$ cat config.mk
export PLATFORM = sky130hd
export DESIGN_NAME = fft_bfly_seq_alu_flat
export DESIGN_NICKNAME = d
export VERILOG_FILES = /design/src/rtl/fft_bfly_seq_alu_if.sv /design/src/rtl/fft_bfly_seq_alu.sv /design/src/flat_wrapper.sv
export SDC_FILE = /design/constraint.sdc
export NUM_CORES = 1
export LEC_CHECK = 0
export ABC_CLOCK_PERIOD_IN_PS = 2900
export CORE_UTILIZATION = 46
export DETAILED_ROUTE_END_ITERATION = 8
export PLACE_DENSITY = 0.81
export REMOVE_ABC_BUFFERS = 1
export SYNTH_ARGS = -nofsm -noshare
export SYNTH_HDL_FRONTEND = slang
export SYNTH_SLANG_ARGS = --single-unit
$ cat constraint.sdc
create_clock -name clock -period 2.9 [get_ports clock]
set_input_delay 0.435 -clock clock [delete_from_list [all_inputs] [get_ports clock]]
set_output_delay 0.435 -clock clock [all_outputs]
set_load 0.1 [all_outputs]
$ cat src/rtl/fft_bfly_seq_alu_if.sv
`default_nettype none
// ============================================================================
// Module   : fft_bfly_seq_alu_if
// Brief    : Start/product handshake and result bus of the butterfly ALU.
// Revision : 1.0 - initial release
// ============================================================================
interface fft_bfly_seq_alu_if #(
    parameter int WIDTH = 8
);
    logic                    start;
    logic signed [WIDTH-1:0] a_re;
    logic signed [WIDTH-1:0] a_im;
    logic signed [WIDTH-1:0] p_data;
    logic                    p_valid;
    logic                    p_ready;
    logic [2:0]              step;
    logic                    busy;
    logic                    done;
    logic                    ovf;
    logic signed [WIDTH-1:0] rey;
    logic signed [WIDTH-1:0] imy;
    logic signed [WIDTH-1:0] rez;
    logic signed [WIDTH-1:0] imz;

    modport master (
        output start, a_re, a_im, p_data, p_valid,
        input  p_ready, step, busy, done, ovf, rey, imy, rez, imz
    );

    modport slave (
        input  start, a_re, a_im, p_data, p_valid,
        output p_ready, step, busy, done, ovf, rey, imy, rez, imz
    );
endinterface
`default_nettype wire

$ cat src/rtl/fft_bfly_seq_alu.sv
`default_nettype none
// ============================================================================
// Module   : fft_bfly_seq_alu
// Brief    : Radix-2 butterfly Y = A + W*B, Z = A - W*B built from eight
//            sequenced add/sub steps, one multiplier product per step.
// Revision : 1.0 - initial release
// ============================================================================
module fft_bfly_seq_alu #(
    parameter int WIDTH    = 8,
    parameter int SATURATE = 0,
    parameter int SCALE    = 0
) (
    input  wire logic          clock,
    input  wire logic          n_rst,
    fft_bfly_seq_alu_if.slave  bus
);
    typedef enum logic [0:0] {
        IDLE = 1'b0,
        RUN  = 1'b1
    } state_t;

    state_t                  state_q, state_d;
    logic [2:0]              step_q,  step_d;
    logic signed [WIDTH-1:0] acc_q,   acc_d;
    logic signed [WIDTH-1:0] a_re_q,  a_re_d;
    logic signed [WIDTH-1:0] a_im_q,  a_im_d;
    logic signed [WIDTH-1:0] rey_q,   rey_d;
    logic signed [WIDTH-1:0] imy_q,   imy_d;
    logic signed [WIDTH-1:0] rez_q,   rez_d;
    logic signed [WIDTH-1:0] imz_q,   imz_d;
    logic                    ovf_q,   ovf_d;
    logic                    done_q,  done_d;

    logic signed [WIDTH-1:0] w_op_a;
    logic signed [WIDTH:0]   w_op_ext;
    logic signed [WIDTH:0]   w_p_ext;
    logic signed [WIDTH:0]   w_sum;
    logic signed [WIDTH:0]   w_res_wide;
    logic signed [WIDTH-1:0] w_res;
    logic                    w_sub;
    logic                    w_is_store;
    logic                    w_out_of_range;

    // Even steps seed acc from A (re on 0/4, im on 2/6); odd steps finish from acc.
    assign w_is_store = step_q[0];
    assign w_op_a     = w_is_store ? acc_q : (step_q[1] ? a_im_q : a_re_q);
    assign w_sub      = (step_q == 3'd1) || (step_q == 3'd4) ||
                        (step_q == 3'd6) || (step_q == 3'd7);
    assign w_op_ext   = {w_op_a[WIDTH-1], w_op_a};
    assign w_p_ext    = {bus.p_data[WIDTH-1], bus.p_data};
    assign w_sum      = w_sub ? (w_op_ext - w_p_ext) : (w_op_ext + w_p_ext);

    generate
        if (SCALE != 0) begin : g_scale_on
            assign w_res_wide = w_is_store ? (w_sum >>> 1) : w_sum;
        end else begin : g_scale_off
            assign w_res_wide = w_sum;
        end
    endgenerate

    assign w_out_of_range = w_res_wide[WIDTH] ^ w_res_wide[WIDTH-1];

    generate
        if (SATURATE != 0) begin : g_sat_on
            assign w_res = !w_out_of_range ? w_res_wide[WIDTH-1:0] :
                           (w_res_wide[WIDTH] ? {1'b1, {(WIDTH-1){1'b0}}}
                                              : {1'b0, {(WIDTH-1){1'b1}}});
        end else begin : g_sat_off
            assign w_res = w_res_wide[WIDTH-1:0];
        end
    endgenerate

    always_comb begin
        state_d = state_q;
        step_d  = step_q;
        acc_d   = acc_q;
        a_re_d  = a_re_q;
        a_im_d  = a_im_q;
        rey_d   = rey_q;
        imy_d   = imy_q;
        rez_d   = rez_q;
        imz_d   = imz_q;
        ovf_d   = ovf_q;
        done_d  = 1'b0;

        case (state_q)
            IDLE: begin
                if (bus.start) begin
                    state_d = RUN;
                    step_d  = 3'd0;
                    a_re_d  = bus.a_re;
                    a_im_d  = bus.a_im;
                    ovf_d   = 1'b0;
                end
            end
            RUN: begin
                if (bus.p_valid) begin
                    step_d = step_q + 3'd1;
                    ovf_d  = ovf_q | w_out_of_range;
                    if (!w_is_store) begin
                        acc_d = w_res;
                    end else begin
                        case (step_q[2:1])
                            2'd0:    rey_d = w_res;
                            2'd1:    imy_d = w_res;
                            2'd2:    rez_d = w_res;
                            default: imz_d = w_res;
                        endcase
                    end
                    if (step_q == 3'd7) begin
                        state_d = IDLE;
                        step_d  = 3'd0;
                        done_d  = 1'b1;
                    end
                end
            end
            default: state_d = IDLE;
        endcase
    end

    always_ff @(posedge clock or negedge n_rst) begin
        if (!n_rst) begin
            state_q <= IDLE;
            step_q  <= '0;
            acc_q   <= '0;
            a_re_q  <= '0;
            a_im_q  <= '0;
            rey_q   <= '0;
            imy_q   <= '0;
            rez_q   <= '0;
            imz_q   <= '0;
            ovf_q   <= 1'b0;
            done_q  <= 1'b0;
        end else begin
            state_q <= state_d;
            step_q  <= step_d;
            acc_q   <= acc_d;
            a_re_q  <= a_re_d;
            a_im_q  <= a_im_d;
            rey_q   <= rey_d;
            imy_q   <= imy_d;
            rez_q   <= rez_d;
            imz_q   <= imz_d;
            ovf_q   <= ovf_d;
            done_q  <= done_d;
        end
    end

    assign bus.busy    = (state_q == RUN);
    assign bus.p_ready = (state_q == RUN);
    assign bus.step    = step_q;
    assign bus.done    = done_q;
    assign bus.ovf     = ovf_q;
    assign bus.rey     = rey_q;
    assign bus.imy     = imy_q;
    assign bus.rez     = rez_q;
    assign bus.imz     = imz_q;
endmodule
`default_nettype wire

$ cat src/flat_wrapper.sv
// flat-port wrapper written by rule: the top's interface ports become plain ports
module fft_bfly_seq_alu_flat 
#(
    parameter int WIDTH    = 8,
    parameter int SATURATE = 0,
    parameter int SCALE    = 0
)
  (clock, n_rst, bus_start, bus_a_re, bus_a_im, bus_p_data, bus_p_valid, bus_p_ready, bus_step, bus_busy, bus_done, bus_ovf, bus_rey, bus_imy, bus_rez, bus_imz);
  fft_bfly_seq_alu_if #(.WIDTH(WIDTH)) bus_i ();
  input  wire logic clock;
  input  wire logic n_rst;
  input wire logic [$bits(bus_i.start)-1:0] bus_start;
  input wire logic [$bits(bus_i.a_re)-1:0] bus_a_re;
  input wire logic [$bits(bus_i.a_im)-1:0] bus_a_im;
  input wire logic [$bits(bus_i.p_data)-1:0] bus_p_data;
  input wire logic [$bits(bus_i.p_valid)-1:0] bus_p_valid;
  output wire logic [$bits(bus_i.p_ready)-1:0] bus_p_ready;
  output wire logic [$bits(bus_i.step)-1:0] bus_step;
  output wire logic [$bits(bus_i.busy)-1:0] bus_busy;
  output wire logic [$bits(bus_i.done)-1:0] bus_done;
  output wire logic [$bits(bus_i.ovf)-1:0] bus_ovf;
  output wire logic [$bits(bus_i.rey)-1:0] bus_rey;
  output wire logic [$bits(bus_i.imy)-1:0] bus_imy;
  output wire logic [$bits(bus_i.rez)-1:0] bus_rez;
  output wire logic [$bits(bus_i.imz)-1:0] bus_imz;
  assign bus_i.start = bus_start;
  assign bus_i.a_re = bus_a_re;
  assign bus_i.a_im = bus_a_im;
  assign bus_i.p_data = bus_p_data;
  assign bus_i.p_valid = bus_p_valid;
  assign bus_p_ready = bus_i.p_ready;
  assign bus_step = bus_i.step;
  assign bus_busy = bus_i.busy;
  assign bus_done = bus_i.done;
  assign bus_ovf = bus_i.ovf;
  assign bus_rey = bus_i.rey;
  assign bus_imy = bus_i.imy;
  assign bus_rez = bus_i.rez;
  assign bus_imz = bus_i.imz;
  fft_bfly_seq_alu #(.WIDTH(WIDTH), .SATURATE(SATURATE), .SCALE(SCALE)) u_core (.clock(clock), .n_rst(n_rst), .bus(bus_i));
endmodule
==> summary.txt <==
GRT
  • Grt ovf: 0
  • First-pass GRT wire length: 12,200 um
  • Vias in the first global route: 2,559
  • Largest net degree at the start of global routing: 38
  • Initial antenna violation count: 0
  • GRT Overall Usage: between 20% and 30%

Final layout
  • Layout Nets: 431
  • P&R area growth vs syn: 45.7%
  • ANT cells: 0
  • FILL cells: 472
  • Share of layout cells above drive strength 1: 44.5%
  • Post-route insts no fill: between 400 and 500

Clock tree
  • Clock tree buffer depth: 2
  • CTS Buf Count: 9
  • Clk Latency, worst-skew pair: 0.34 ns
  • Hold buffer count at CTS: 0
  • Worst-path clk slew: 0.07 ns
  • Clk root buf: clkbuf_8
  • CTS H-tree lvls: 3
  • CTS tree: built
  • CTS sink count: 62

Synth
  • Most common library cells after synthesis: dfrtp_1, nand2_1, mux2_2, o21ai_0
  • Yosys top cell area share: approximately 50%
  • Asr flop ratio synth: 100%
  • Mean Syn Cell Area: 11.2 um2
  • Unique masters post-synth: 45
  • Synth Cell Area: 0.00312 mm2
  • Sequential fraction of the synthesis area: 49.7%
  • Post-synth EDFFs: 0
  • Post-synthesis register bit count: slightly above 60
  • Adder-cell share of the synthesized area: approximately 6.3%
  • Synth Area in Simple Gates: a little under a tenth
  • Post-Synth XOR/XNOR Area: 4.17%
  • Synth area leaders: dfrtp_1, mux2_2, ha_1
  • Most frequent cell after synthesis: dfrtp_1
  • Syn. warnings: 0
  • Post-synthesis mux area share: 14.1%
  • Cell count after synthesis: 280
  • Synth Area in Compound Gates: 12.5%
  • Cell accounting for the most synthesized area: dfrtp_1
  • Primary FF master, synth: dfrtp_1
  • Largest family of logic cells by synthesized area: multiplexers

Placement
  • I/O Buffers: between 60 and 70
  • Inst Count DP: roughly 440
  • Post-detail-place hpwl: 5010 um
  • GP Congestion: approximately 0.85

Die
  • Core area: roughly 0.0065 mm2
  • I/O pins: 67
  • Initial Utilization: 48.4%
  • Die Span Y: 84.4 um
  • Die W: 84.4 um
  • DIE AREA: 0.00712 mm2
  • Row count: 29

Critical path
  • Critical path cell sequence: inv_4 > ha_4 > nor2_2 > o21bai_4 > mux2_4 > fa_2 > nand2b_4 > a21oi_4 > o22ai_2 > xnor2_2 > xnor2_2 > xnor2_1 > o22ai_1
  • Slowest cell on the critical path: dfrtp_2
  • Startpoint types: flop
  • Crit path kind: reg -> reg
  • Critical path data required time: roughly 3.1 ns
  • CP max stage delay: around 0.48 ns
  • CP most frequent cell: xnor2_2
  • CP endpoint kind: flop
  • Crit path DAT: 3.16 ns
  • Crit Path Max Fanout: 7

STA
  • Max Clock Freq: about 340 MHz
  • Relative slew slack: 61.2%
  • Worst Max-Slew Pin Slew: 0.582 ns
  • RSZ-0062 raised after global routing: true
  • Number of max-slew violations in the final report: 0
  • Final setup viols: 5
  • Setup WS post-layout: -0.0365 ns
  • Final cycle utilization of the critical path: 101%
  • Fin crit period: 2.94 ns
  • Final Hold Viols: 0
  • Clock skew: about 0.0077 ns

Status
  • Failing checks: DRC, setup timing
  • Status: complete, but fails checks

Hold path
  • Hold Crit Class: in -> async

Routing
  • WL/cell: between 15 and 20 um
  • Vias per inst: 5.39
  • Final WL: 7460 um
  • Residual DRC: 6
  • 1st-pass router iterations: 6
  • DRT antenna net count: 0
  • Iteration-0 DRC count of the detailed router: 148
  • Vias: ~2,500

Job
  • Max cap viols: 0
-- registers in the layout, summed over array words and instances (netlist names) --
signal and cells:
u_core.a_im_q 8, u_core.a_re_q 8, u_core.acc_q 8, u_core.bus.busy 1, u_core.bus.done 1, u_core.bus.imy 8
u_core.bus.imz 8, u_core.bus.ovf 1, u_core.bus.rey 8, u_core.bus.rez 8, u_core.bus.step 3
-- placed cells by master, fill, tap and decap left out, types with 2 or more instances in the layout --
| cell | instances |
|---|---|
| a21oi_1 | 3 |
| a21oi_2 | 3 |
| a22o_1 | 2 |
| buf_4 | 79 |
| buf_6 | 6 |
| bufinv_16 | 3 |
| clkbuf_8 | 9 |
| clkdlybuf4s50_1 | 26 |
| clkinvlp_4 | 2 |
| dfrtp_1 | 60 |
| dfrtp_2 | 2 |
| ha_1 | 9 |
| ha_4 | 4 |
| inv_1 | 5 |
| inv_4 | 2 |
| mux2_2 | 29 |
| mux2_4 | 3 |
| mux2i_1 | 8 |
| nand2_1 | 36 |
| nand4_1 | 2 |
| nor2_1 | 11 |
| nor2_2 | 2 |
| nor2b_1 | 2 |
| nor3_1 | 3 |
| o21a_1 | 3 |
| o21ai_0 | 22 |
| o21ai_1 | 6 |
| o21ai_2 | 4 |
| or4_1 | 2 |
| xnor2_1 | 7 |
| xnor2_2 | 6 |
-- worst paths after layout --
| check | from | endpoint | slack (ns) | cells past startpoint |
|---|---|---|---|---|
| max | u_core.bus.step[1]$_DFFE_PN0P_ | u_core.bus.ovf$_DFFE_PN0P_ | -0.04 | 13 |
| min | n_rst | u_core.a_im_q[5]$_DFFE_PN0P_ | 0.08 | 1 |
| max reg2reg | u_core.bus.step[1]$_DFFE_PN0P_ | u_core.bus.ovf$_DFFE_PN0P_ | -0.04 | 13 |
| min reg2reg | u_core.bus.imz[2]$_DFFE_PN0P_ | u_core.bus.imz[2]$_DFFE_PN0P_ | 0.48 | 2 |
| max in group asynchronous | n_rst | u_core.bus.step[1]$_DFFE_PN0P_ | 1.88 | 2 |
| min in group clock | u_core.bus.imz[2]$_DFFE_PN0P_ | u_core.bus.imz[2]$_DFFE_PN0P_ | 0.48 | 2 |
-- area by class of cell --
cell class	count	area (um2)	share of cell area (%)
inverters	8	35.0	0.770
flip-flops and latches	62	1550	34.2
clock buffers	10	128	2.81
repair buffers	112	926	20.4
clock inverters	6	110	2.42
multi-input cells	195	1700	37.4
well taps	77	96.3	2.12
-- per-stage QoR --
step / TNS [ns] / instance area, um2 / utilization (%) / setup WS, ns / hold WS [ns]
2_1_floorplan: -21.36 / 3040 / - / -0.979 / 0.139
3_3_place_gp: -2.21 / 3950 / 61.2 / -0.206 / 0.450
3_5_place_dp: -3.06 / 3950 / 61.2 / -0.286 / 0.465
4_1_cts: 0 / 4350 / 67.3 / 0.00705 / 0.0995
5_1_grt: -1.60 / 4550 / 70.4 / -0.157 / 0.119
6_report: -0.0697 / 4550 / 70.4 / -0.0365 / 0.0846
-- routing by layer --
layer  vias to the layer above  global-route usage, %  share of wire, %
met5                         -                      0                 0
met4                         0                   7.09               1.7
met3                        13                   5.21               5.3
met2                        81                   36.3                50
met1                      1237                   29.0                43
li1                       1201                      -                 -
-- timing repair --
action / 4_1_cts / 5_1_grt
resized for setup: 24 / 37
pin swaps: 12 / 21
setup endpoints to repair: 21 / 16
buffers inserted: 8 / 4
-- worst max-delay path: cells and delay by family, from the launching register on --
| family | cells | cell delay [ns] |
|---|---|---|
| mux | 1 | 0.36 |
| fa+ha+maj | 2 | 0.47 |
| buf+inv | 1 | 0.11 |
| compound gates | 4 | 0.70 |
| flops | 1 | 0.48 |
| xor+xnor | 3 | 0.49 |
| simple gates | 2 | 0.20 |
-- cells by family (layout without fill, tap and decap cells) --
family | count (synthesis) | after routing
AND/OR/NAND/NOR | 67 | 67
flip-flops | 62 | 62
AO/OA/AOI/OAI | 59 | 59
multiplexers | 40 | 40
buffers and inverters | 23 | 136
adder cells (fa/ha/maj) | 15 | 15
XOR/XNOR | 14 | 14
Power is left out: the tool's default activity adds up to more than one toggle a clock period on the data nets, which glitch-free logic cannot reach.
